File: src/rtl/uart_rx_cfg.sv
// uart_rx_cfg: oversampled UART receiver with run-time frame format
// (5..MAX_BITS data bits, optional odd/even parity) and a valid/ready
// output holding one word with frame, parity and overrun flags.
// Optional build macro UART_RX_MAJORITY_EN: each bit decision becomes a
// 2-of-3 vote of the samples at ticks OVS/2-1, OVS/2 and OVS/2+1.
module uart_rx_cfg #(
    parameter int MAX_BITS = 8,
    parameter int OVS      = 16
) (
    input  logic                Clk,
    input  logic                Rst_n,
    input  logic                Tick,
    input  logic                Rx,
    input  logic                RxEn,
    input  logic [3:0]          NBits,
    input  logic                ParityEn,
    input  logic                ParityOdd,
    input  logic                RxReady,
    output logic [MAX_BITS-1:0] RxData,
    output logic                RxValid,
    output logic                FrameErr,
    output logic                ParityErr,
    output logic                Overrun,
    output logic                Busy
);

    localparam int PW = $clog2(OVS);
    localparam logic [PW-1:0] LAST_PHASE = PW'(OVS - 1);
    // phase_r holds the number of ticks already seen in the current bit,
    // so the tick numbered k within the bit arrives while phase_r == k-1.
`ifdef UART_RX_MAJORITY_EN
    localparam logic [PW-1:0] VOTE_A_PHASE = PW'(OVS / 2 - 2);
    localparam logic [PW-1:0] VOTE_B_PHASE = PW'(OVS / 2 - 1);
    localparam logic [PW-1:0] DEC_PHASE    = PW'(OVS / 2);
`else
    localparam logic [PW-1:0] DEC_PHASE    = PW'(OVS / 2 - 1);
`endif
    localparam logic [3:0] MAX_NB = 4'(MAX_BITS);

    typedef enum logic [2:0] {
        ST_IDLE   = 3'd0,
        ST_START  = 3'd1,
        ST_DATA   = 3'd2,
        ST_PARITY = 3'd3,
        ST_STOP   = 3'd4
    } state_t;

    // Parity check: accumulated XOR of data and parity bit must equal the odd select.
    function automatic logic parity_bad(input logic acc, input logic odd);
        return acc ^ odd;
    endfunction

`ifdef UART_RX_MAJORITY_EN
    // 2-of-3 vote used for every bit decision.
    function automatic logic maj3(input logic a, input logic b, input logic c);
        return (a & b) | (a & c) | (b & c);
    endfunction
`endif

    logic                rx_meta_r, rx_sync_r, rx_prev_r;
    logic [1:0]          init_cnt_r;
    state_t              state_r;
    logic [PW-1:0]       phase_r;
    logic [3:0]          bit_cnt_r;
    logic [3:0]          nbits_r;
    logic                par_en_r, par_odd_r, par_acc_r;
    logic [MAX_BITS-1:0] shift_r;
    logic                done_r, done_fe_r, done_pe_r;
    logic                sample_s, fall_s, dec_s;
    logic [3:0]          nbits_s;

    // Two-flop line synchronizer, edge-history flop, and a short arming
    // counter so a line that is already low at reset release is not taken
    // as a falling edge.
    always_ff @(posedge Clk or negedge Rst_n) begin
        if (!Rst_n) begin
            rx_meta_r  <= 1'b1;
            rx_sync_r  <= 1'b1;
            rx_prev_r  <= 1'b1;
            init_cnt_r <= 2'd0;
        end else begin
            rx_meta_r <= Rx;
            rx_sync_r <= rx_meta_r;
            rx_prev_r <= rx_sync_r;
            if (init_cnt_r != 2'd3) begin
                init_cnt_r <= init_cnt_r + 2'd1;
            end else begin
                init_cnt_r <= init_cnt_r;
            end
        end
    end

`ifdef UART_RX_MAJORITY_EN
    logic vote_a_r, vote_b_r;

    // Capture the two early votes preceding each decision tick.
    always_ff @(posedge Clk or negedge Rst_n) begin
        if (!Rst_n) begin
            vote_a_r <= 1'b1;
            vote_b_r <= 1'b1;
        end else begin
            if (Tick && (phase_r == VOTE_A_PHASE)) vote_a_r <= rx_sync_r;
            if (Tick && (phase_r == VOTE_B_PHASE)) vote_b_r <= rx_sync_r;
        end
    end
`endif

    // Bit decision value, start-edge detect, decision strobe and NBits clamp.
    always_comb begin
        sample_s = rx_sync_r;
`ifdef UART_RX_MAJORITY_EN
        sample_s = maj3(vote_a_r, vote_b_r, rx_sync_r);
`endif
        fall_s = (init_cnt_r == 2'd3) && rx_prev_r && !rx_sync_r;
        dec_s  = Tick && (phase_r == DEC_PHASE);
        if (NBits < 4'd5) begin
            nbits_s = 4'd5;
        end else if (NBits > MAX_NB) begin
            nbits_s = MAX_NB;
        end else begin
            nbits_s = NBits;
        end
    end

    // Frame FSM: tick phase counting, bit assembly and completion strobe.
    always_ff @(posedge Clk or negedge Rst_n) begin
        if (!Rst_n) begin
            state_r   <= ST_IDLE;
            Busy      <= 1'b0;
            phase_r   <= '0;
            bit_cnt_r <= 4'd0;
            nbits_r   <= 4'd0;
            par_en_r  <= 1'b0;
            par_odd_r <= 1'b0;
            par_acc_r <= 1'b0;
            shift_r   <= '0;
            done_r    <= 1'b0;
            done_fe_r <= 1'b0;
            done_pe_r <= 1'b0;
        end else begin
            done_r <= 1'b0;
            if (Tick) begin
                phase_r <= (phase_r == LAST_PHASE) ? '0 : phase_r + PW'(1);
            end
            if ((state_r != ST_IDLE) && !RxEn) begin
                state_r <= ST_IDLE;
                Busy    <= 1'b0;
            end else begin
                case (state_r)
                    ST_IDLE: begin
                        phase_r <= '0;
                        if (RxEn && fall_s) begin
                            state_r   <= ST_START;
                            Busy      <= 1'b1;
                            nbits_r   <= nbits_s;
                            par_en_r  <= ParityEn;
                            par_odd_r <= ParityOdd;
                            par_acc_r <= 1'b0;
                            bit_cnt_r <= 4'd0;
                            shift_r   <= '0;
                        end else begin
                            Busy <= 1'b0;
                        end
                    end
                    ST_START: begin
                        if (dec_s) begin
                            state_r <= sample_s ? ST_IDLE : ST_DATA;
                            Busy    <= !sample_s;
                        end
                    end
                    ST_DATA: begin
                        if (dec_s) begin
                            for (int i = 0; i < MAX_BITS; i++) begin
                                if (bit_cnt_r == 4'(i)) shift_r[i] <= sample_s;
                            end
                            par_acc_r <= par_acc_r ^ sample_s;
                            bit_cnt_r <= bit_cnt_r + 4'd1;
                            if (bit_cnt_r == (nbits_r - 4'd1)) begin
                                state_r <= par_en_r ? ST_PARITY : ST_STOP;
                            end
                        end
                    end
                    ST_PARITY: begin
                        if (dec_s) begin
                            par_acc_r <= par_acc_r ^ sample_s;
                            state_r   <= ST_STOP;
                        end
                    end
                    ST_STOP: begin
                        if (dec_s) begin
                            state_r   <= ST_IDLE;
                            Busy      <= 1'b0;
                            done_r    <= 1'b1;
                            done_fe_r <= !sample_s;
                            done_pe_r <= par_en_r && parity_bad(par_acc_r, par_odd_r);
                        end
                    end
                    default: begin
                        state_r <= ST_IDLE;
                        Busy    <= 1'b0;
                    end
                endcase
            end
        end
    end

    // Output word holding register with valid/ready handshake and overrun.
    always_ff @(posedge Clk or negedge Rst_n) begin
        if (!Rst_n) begin
            RxData    <= '0;
            RxValid   <= 1'b0;
            FrameErr  <= 1'b0;
            ParityErr <= 1'b0;
            Overrun   <= 1'b0;
        end else if (done_r) begin
            if (!RxValid || RxReady) begin
                RxData    <= shift_r;
                FrameErr  <= done_fe_r;
                ParityErr <= done_pe_r;
                RxValid   <= 1'b1;
                Overrun   <= 1'b0;
            end else begin
                Overrun <= 1'b1;
            end
        end else if (RxValid && RxReady) begin
            RxValid <= 1'b0;
            Overrun <= 1'b0;
        end else begin
            RxValid <= RxValid;
        end
    end

endmodule

File: config.mk
export PLATFORM = sky130hd
export DESIGN_NAME = uart_rx_cfg
export DESIGN_NICKNAME = d
export VERILOG_FILES = /design/src/rtl/uart_rx_cfg.sv
export SDC_FILE = /design/constraint.sdc
export NUM_CORES = 1
export LEC_CHECK = 0
export CAP_MARGIN = 20
export CELL_PAD_IN_SITES_DETAIL_PLACEMENT = 0
export CELL_PAD_IN_SITES_GLOBAL_PLACEMENT = 1
export CORE_MARGIN = 5
export CORE_UTILIZATION = 35
export DETAILED_ROUTE_END_ITERATION = 8
export MAX_ROUTING_LAYER = met4
export PLACE_DENSITY_LB_ADDON = 0.08
export SYNTH_ARGS = -nofsm -noshare
export SYNTH_HDL_FRONTEND = slang
export SYNTH_SLANG_ARGS = --single-unit
File: constraint.sdc
create_clock -name Clk -period 3.05 [get_ports Clk]
set_input_delay 0.305 -clock Clk [delete_from_list [all_inputs] [get_ports Clk]]
set_output_delay 0.305 -clock Clk [all_outputs]
set_load 0.02 [all_outputs]
==> flow_summary.yaml, run 1 <==
routing:
  drt_first_iter_violations: 31
  vias: 1558
  antenna_left: 0
  drcViolationCount: 0
  vias_per_cell: 4.91
  dr.pass1.iters: 4
  routed_wl_mm: 4.25
  routedWlPerCell_um: 13.4
pwr:
  power_density_nw_per_um2: 661
  p_clk_share_pct: 30.0
  p_sw_share_pct: 30.4
  switchingPower_mw: 0.547
  leakage_nw: 1.25
  ir_drop_v: 0.000301
  internal_power_mw: 1.25
  seqPwrFrac_pct: 45.9
  power_mw: 1.80
  pwr-share-comb_pct: 24.0
global_route:
  grt_pass1_vias: 1561
  grt_first_pass_wirelength_mm: 7.50
  grt-ovfl-total: 0
  antenna_found_initial: 0
  grt.met2_usage_pct: 17.4
  grt_use_total_pct: 11.4
  use_met1_pct: 14.8
  met3_usage_pct: 3.17
  grt_max_degree: 48
  top_usage_layer: "met2"
setup_path:
  arrival_ns: 2.31
  critPathRequiredTime_ns: 3.24
  reg2reg_depth: 6
  path_class: "in2reg"
  r2r_start: "phase_r[0]"
  critPathMaxFanout: 9
  startpoint_type: "primary input"
  r2r-end: "state_r[0]"
  end_kind: "register"
  r2r_setup_slack_ns: 1.01
timing:
  worst_slack_ns: 0.931
  max_slew_margin_pct: 57.9
  fmax_mhz: 472
  slew_viol_final: 0
  finalCriticalPeriod_ns: 2.12
  finalSetupViolations: 0
  tns_ns: 0
  worst_pin_slew_ns: 0.626
  hold-worst-slack_ns: 0.0116
  skew_ns: 0.00797
  rsz0062_at_grt: "false"
  hold_violations: 0
  fin_crit_sh_pct: 69.5
floorplan:
  die_w_um: 90.8
  core_region_area_um2: 6350
  start_util_pct: 36.0
  dieArea_um2: 8240
  die_h_um: 90.8
  num_rows: 29
  pin_count: 25
cts:
  cts_tree: "yes"
  cts_buffer_depth: 2
  cts_setup_buffers: 0
  numCtsBuffers: 5
  cts.clk_slew.worst_paths_ns: 0.09
  postCtsHoldBufs: 0
  cts_root_buf: "clkbuf_8"
  cts_sinks: 47
  clk_latency_ns: 0.30
  cts.htree.levels: 2
  cts_resized: 0
logic_synthesis:
  synthDistinctLibCells: 36
  syn-num-nets: 230
  synth_area_leaders: "dfrtp_1 48%, mux2_2 8.9%, nand2_1 5.9%, ha_1 3.8%, dfstp_2 3.5%"
  yosys_warnings: 0
  yosysSeqAreaShare_pct: 51.6
  yosysTopAreaCell: "dfrtp_1"
  syn_area_um2: 2280
  synth_seq_cells: 47
  synthCells: 211
  synth_top_area_share_pct: 48.2
  postSynthAreaPerCell_um2: 10.8
place:
  io_buffer_count: 24
  dp_hpwl_mm: 3.00
  globalplace.congestion: 0.776
  place_ws_ns: 0.621
cells_and_area:
  layout_commonest_cell: "dfrtp_1"
  num_antenna_cells: 0
  layout.nets: 258
  synthToLayoutAreaGrowth_pct: 19.3
  final_cell_mix: "44 x dfrtp_1, 36 x nand2_1, 23 x clkdlybuf4s50_1, 18 x mux2_2"
  drive_above_1_share_pct: 15.8
run:
  maxCapViolCount: 0
outcome:
  status: "finished clean"
worst_hold_path:
  hold_class: "in2async"
## per-stage QoR
step | cell area (um2) | utilization, % | cells
after CTS | 2700 | 42.5 | 316
after global routing | 2730 | 42.9 | 317
after detailed placement | 2560 | 40.3 | 308
final | 2730 | 42.9 | 317
after global placement | 2560 | 40.3 | 308
after floorplan | 2280 | - | 211
## worst max-delay path by stage
stage	start	endpoint	slack, ns	depth (start not counted)
after floorplan	phase_r[0]	shift_r[0]	1.24	5
after global placement	RxEn	shift_r[4]	0.69	6
after detailed placement	RxEn	shift_r[2]	0.62	6
after CTS	RxEn	shift_r[2]	0.95	6
after global routing	RxEn	shift_r[4]	0.82	6
final	RxEn	shift_r[4]	0.93	6
## cell type report
cell class / instances / area [um2]
flip-flops and latches: 47 / 1180
clock inverters: 3 / 67.6
repair buffers: 27 / 278
well taps: 77 / 96.3
clock buffers: 5 / 68.8
multi-input cells: 150 / 1000
inverters: 8 / 30.0
fillers: 623 / 3620
## cell usage after synthesis, drive strengths merged
cell type / instances
nand2: 36
bufbuf: 1
mux2i: 5
o21ai: 11
nor3: 3
a41o: 1
mux2: 18
xor2: 9
a21oi: 12
nand3: 6
nor2b: 1
nand4: 5
buf: 5
nor3b: 1
a211oi: 1
dfrtp: 44
nand4bb: 1
inv: 8
or3: 4
nand2b: 3
or2: 1
o22ai: 1
nor2: 13
dfstp: 3
a31oi: 2
and2b: 1
nand3b: 1
a311oi: 1
xnor2: 3
ha: 7
and2: 1
nand4b: 2
## kinds of logic after synthesis
logic type	count (synthesis)	synth area share, %
buffers and inverters	14	4.38
muxes	23	11.1
xor gates and xnor gates	12	4.60
DFF	47	51.6
and+or+nand+nor	79	17.2
adders and majority gates	7	3.83
AOI/OAI and AO/OA	29	7.28
## state kept, by name (all words and copies together), names as in the netlist
name / count
init_cnt_r: 2
state_r: 3
Overrun: 1
RxValid: 1
done_pe_r: 1
nbits_r: 4
ParityErr: 1
RxData: 8
done_fe_r: 1
rx_prev_r: 1
par_odd_r: 1
par_en_r: 1
shift_r: 8
done_r: 1
bit_cnt_r: 4
rx_meta_r: 1
FrameErr: 1
par_acc_r: 1
Busy: 1
rx_sync_r: 1
phase_r: 4
## power by group through the flow
stage               clock [mW]  combinational, mW  sequential (mW)
detailed placement           0              0.433            0.842
CTS                      0.560              0.436            0.827
global placement             0              0.437            0.840
finish                   0.540              0.432            0.827
floorplan                    0              0.374            0.792
global route             0.584              0.505            0.847
## layer usage
| layer | wire (um) | share of wire (%) |
|---|---|---|
| met5 | 0 | 0 |
| met2 | 1870 | 44 |
| met1 | 2110 | 50 |
| met4 | 59 | 1.4 |
| met3 | 205 | 4.8 |
## worst max-delay path, cell delays in order
cell	delay, ns
clkdlybuf4s50_1	0.70
nand4b_1	0.30
nor2_4	0.29
a31oi_2	0.13
a21oi_1	0.22
mux2_2	0.35
Note: power is estimated with default switching activity, not from simulation.
==> inputs of run 2 (changes only) <==
==> constraint.sdc (replaced) <==
create_clock -name Clk -period 2.22 [get_ports Clk]
set_input_delay 0.222 -clock Clk [delete_from_list [all_inputs] [get_ports Clk]]
set_output_delay 0.222 -clock Clk [all_outputs]
set_load 0.02 [all_outputs]
==> flow_summary.yaml, run 2 (synthesis gave the netlist of run 1 again) <==
outcome:
  status: "finished clean"
cells_and_area:
  final_cell_mix: "44 x dfrtp_1, 36 x nand2_1, 23 x clkdlybuf4s50_1, 18 x mux2_2"
  fillers: 626
  reg.largest.list: "RxData (8), shift_r (8)"
  num_antenna_cells: 0
  synthToLayoutAreaGrowth_pct: 21.5
  layout_commonest_cell: "dfrtp_1"
  design_area_um2: 2780
  drive_above_1_share_pct: 18.5
  layout.nets: 267
routing:
  routed_wl_mm: 4.36
  vias_per_cell: 4.76
  drt_first_iter_violations: 63
  vias: 1552
  routedWlPerCell_um: 13.4
  antenna_left: 0
  dr.pass1.iters: 4
  drcViolationCount: 0
pwr:
  ir_drop_v: 0.000461
  p_clk_share_pct: 29.8
  power_density_nw_per_um2: 905
  p_sw_share_pct: 30.1
  leakage_nw: 1.29
  switchingPower_mw: 0.756
  internal_power_mw: 1.75
  pwr-share-comb_pct: 25.0
  seqPwrFrac_pct: 45.1
cts:
  cts_buffer_depth: 2
  clk_latency_ns: 0.30
  cts_tree: "yes"
  cts.htree.levels: 2
  cts_root_buf: "clkbuf_8"
  cts_sinks: 47
  numCtsBuffers: 5
  cts.clk_slew.worst_paths_ns: 0.09
  cts_resized: 0
timing:
  max_slew_margin_pct: 69.8
  finalCriticalPeriod_ns: 1.92
  skew_ns: 0.00391
  slew_viol_final: 0
  finalSetupViolations: 0
  fmax_mhz: 520
  rsz0062_at_grt: "false"
  worst_pin_slew_ns: 0.452
  hold_violations: 0
  tns_ns: 0
  fin_crit_sh_pct: 86.7
global_route:
  grt-ovfl-total: 0
  grt_max_degree: 18
  grt_use_total_pct: 12.1
  use_met1_pct: 16.2
  met3_usage_pct: 3.17
  antenna_found_initial: 0
  grt_pass1_vias: 1680
  top_usage_layer: "met2"
  grt.met2_usage_pct: 18.4
  grt_first_pass_wirelength_mm: 8.05
place:
  io_buffer_count: 24
  placement.cell_area_um2: 2630
  globalplace.congestion: 0.732
  dp_hpwl_mm: 3.31
setup_path:
  worstPathCellList: "ha_1 -> nor3b_1 -> a31oi_2 -> a21oi_1 -> mux2_2"
  arrival_ns: 2.11
  critPathMaxFanout: 8
  crit_family: "compound AO/OA/AOI/OAI gates"
  path_buf_inv: 0
  cpMaxStageDelayCell: "dfrtp_1"
  path_class: "reg2reg"
  crit_path_max_incr_delay_ns: 0.43
  startpoint_type: "register"
  end_kind: "register"
  critPathRequiredTime_ns: 2.41
floorplan:
  start_util_pct: 36.0
  num_rows: 29
  die_w_um: 90.8
  die_h_um: 90.8
  dieArea_um2: 8240
  core_region_area_um2: 6350
  pin_count: 25
run:
  maxCapViolCount: 0
worst_hold_path:
  hold_class: "in2reg"
-- run 2: cell count changes in the layout (fill, tap and decap cells not counted), sizes merged --
cell	delta
dlygate4sd3	+1
buf	+8
-- run 2: final cells by class --
| class | count | area [um2] | area share, % |
|---|---|---|---|
| sequential | 47 | 1180 | 42.5 |
| multi-input combinational | 150 | 1000 | 36.2 |
| tap | 77 | 96.3 | 3.47 |
| timing repair buffer | 36 | 328 | 11.8 |
| clock inverter | 3 | 67.6 | 2.43 |
| inverter | 8 | 30.0 | 1.08 |
| clock buffer | 5 | 68.8 | 2.48 |
-- run 2: layer usage --
| metal | wire length, um | vias up |
|---|---|---|
| li1 | - | 797 |
| met1 | 2220 | 725 |
| met2 | 1890 | 25 |
| met3 | 190 | 5 |
| met4 | 59 | 0 |
| met5 | 0 | - |
-- run 2: through the flow --
stage / utilization, % / hold WS [ns] / total power, mW / worst slack [ns] / instances
2_1_floorplan: - / -0.0736 / 1.60 / 0.405 / 211
6_report: 43.7 / 0.320 / 2.51 / 0.296 / 326
5_1_grt: 43.7 / 0.302 / 2.71 / 0.118 / 326
3_3_place_gp: 41.4 / 0.164 / 1.80 / 0.180 / 317
3_5_place_dp: 41.4 / 0.166 / 1.79 / 0.180 / 317
4_1_cts: 43.7 / 0.311 / 2.56 / 0.275 / 326
-- run 2: path summary, 6_finish.rpt --
check / startpoint / end / slack [ns] / cells past startpoint
worst min register to register: rx_meta_r / rx_sync_r / 0.36 / 0
worst min-delay path: Rx / rx_meta_r / 0.32 / 1
worst max-delay path: phase_r[0] / shift_r[4] / 0.30 / 5
worst max register to register: phase_r[0] / shift_r[4] / 0.30 / 5
max in group asynchronous: Rst_n / rx_meta_r / 1.24 / 3
min in group asynchronous: Rst_n / RxData[5] / 0.36 / 2
-- run 2: worst reg2reg max path: stages (launching register included) --
cell and delay, ns:
dfrtp_1 0.43, ha_1 0.25, nor3b_1 0.34, a31oi_2 0.25
a21oi_1 0.20, mux2_2 0.34
-- run 2: power groups by stage --
| stage | registers, mW | logic, mW | clock network (mW) |
|---|---|---|---|
| floorplan | 1.09 | 0.514 | 0 |
| global placement | 1.15 | 0.643 | 0 |
| detailed placement | 1.15 | 0.642 | 0 |
| CTS | 1.13 | 0.646 | 0.776 |
| global route | 1.16 | 0.736 | 0.811 |
| finish | 1.13 | 0.629 | 0.749 |
-- run 2: repair_timing --
action                                  4_1_cts  5_1_grt
hold endpoints to repair                     14        0
hold buffers                                  1        0
endpoints found under the setup margin        0        0
buffers inserted                              0        0
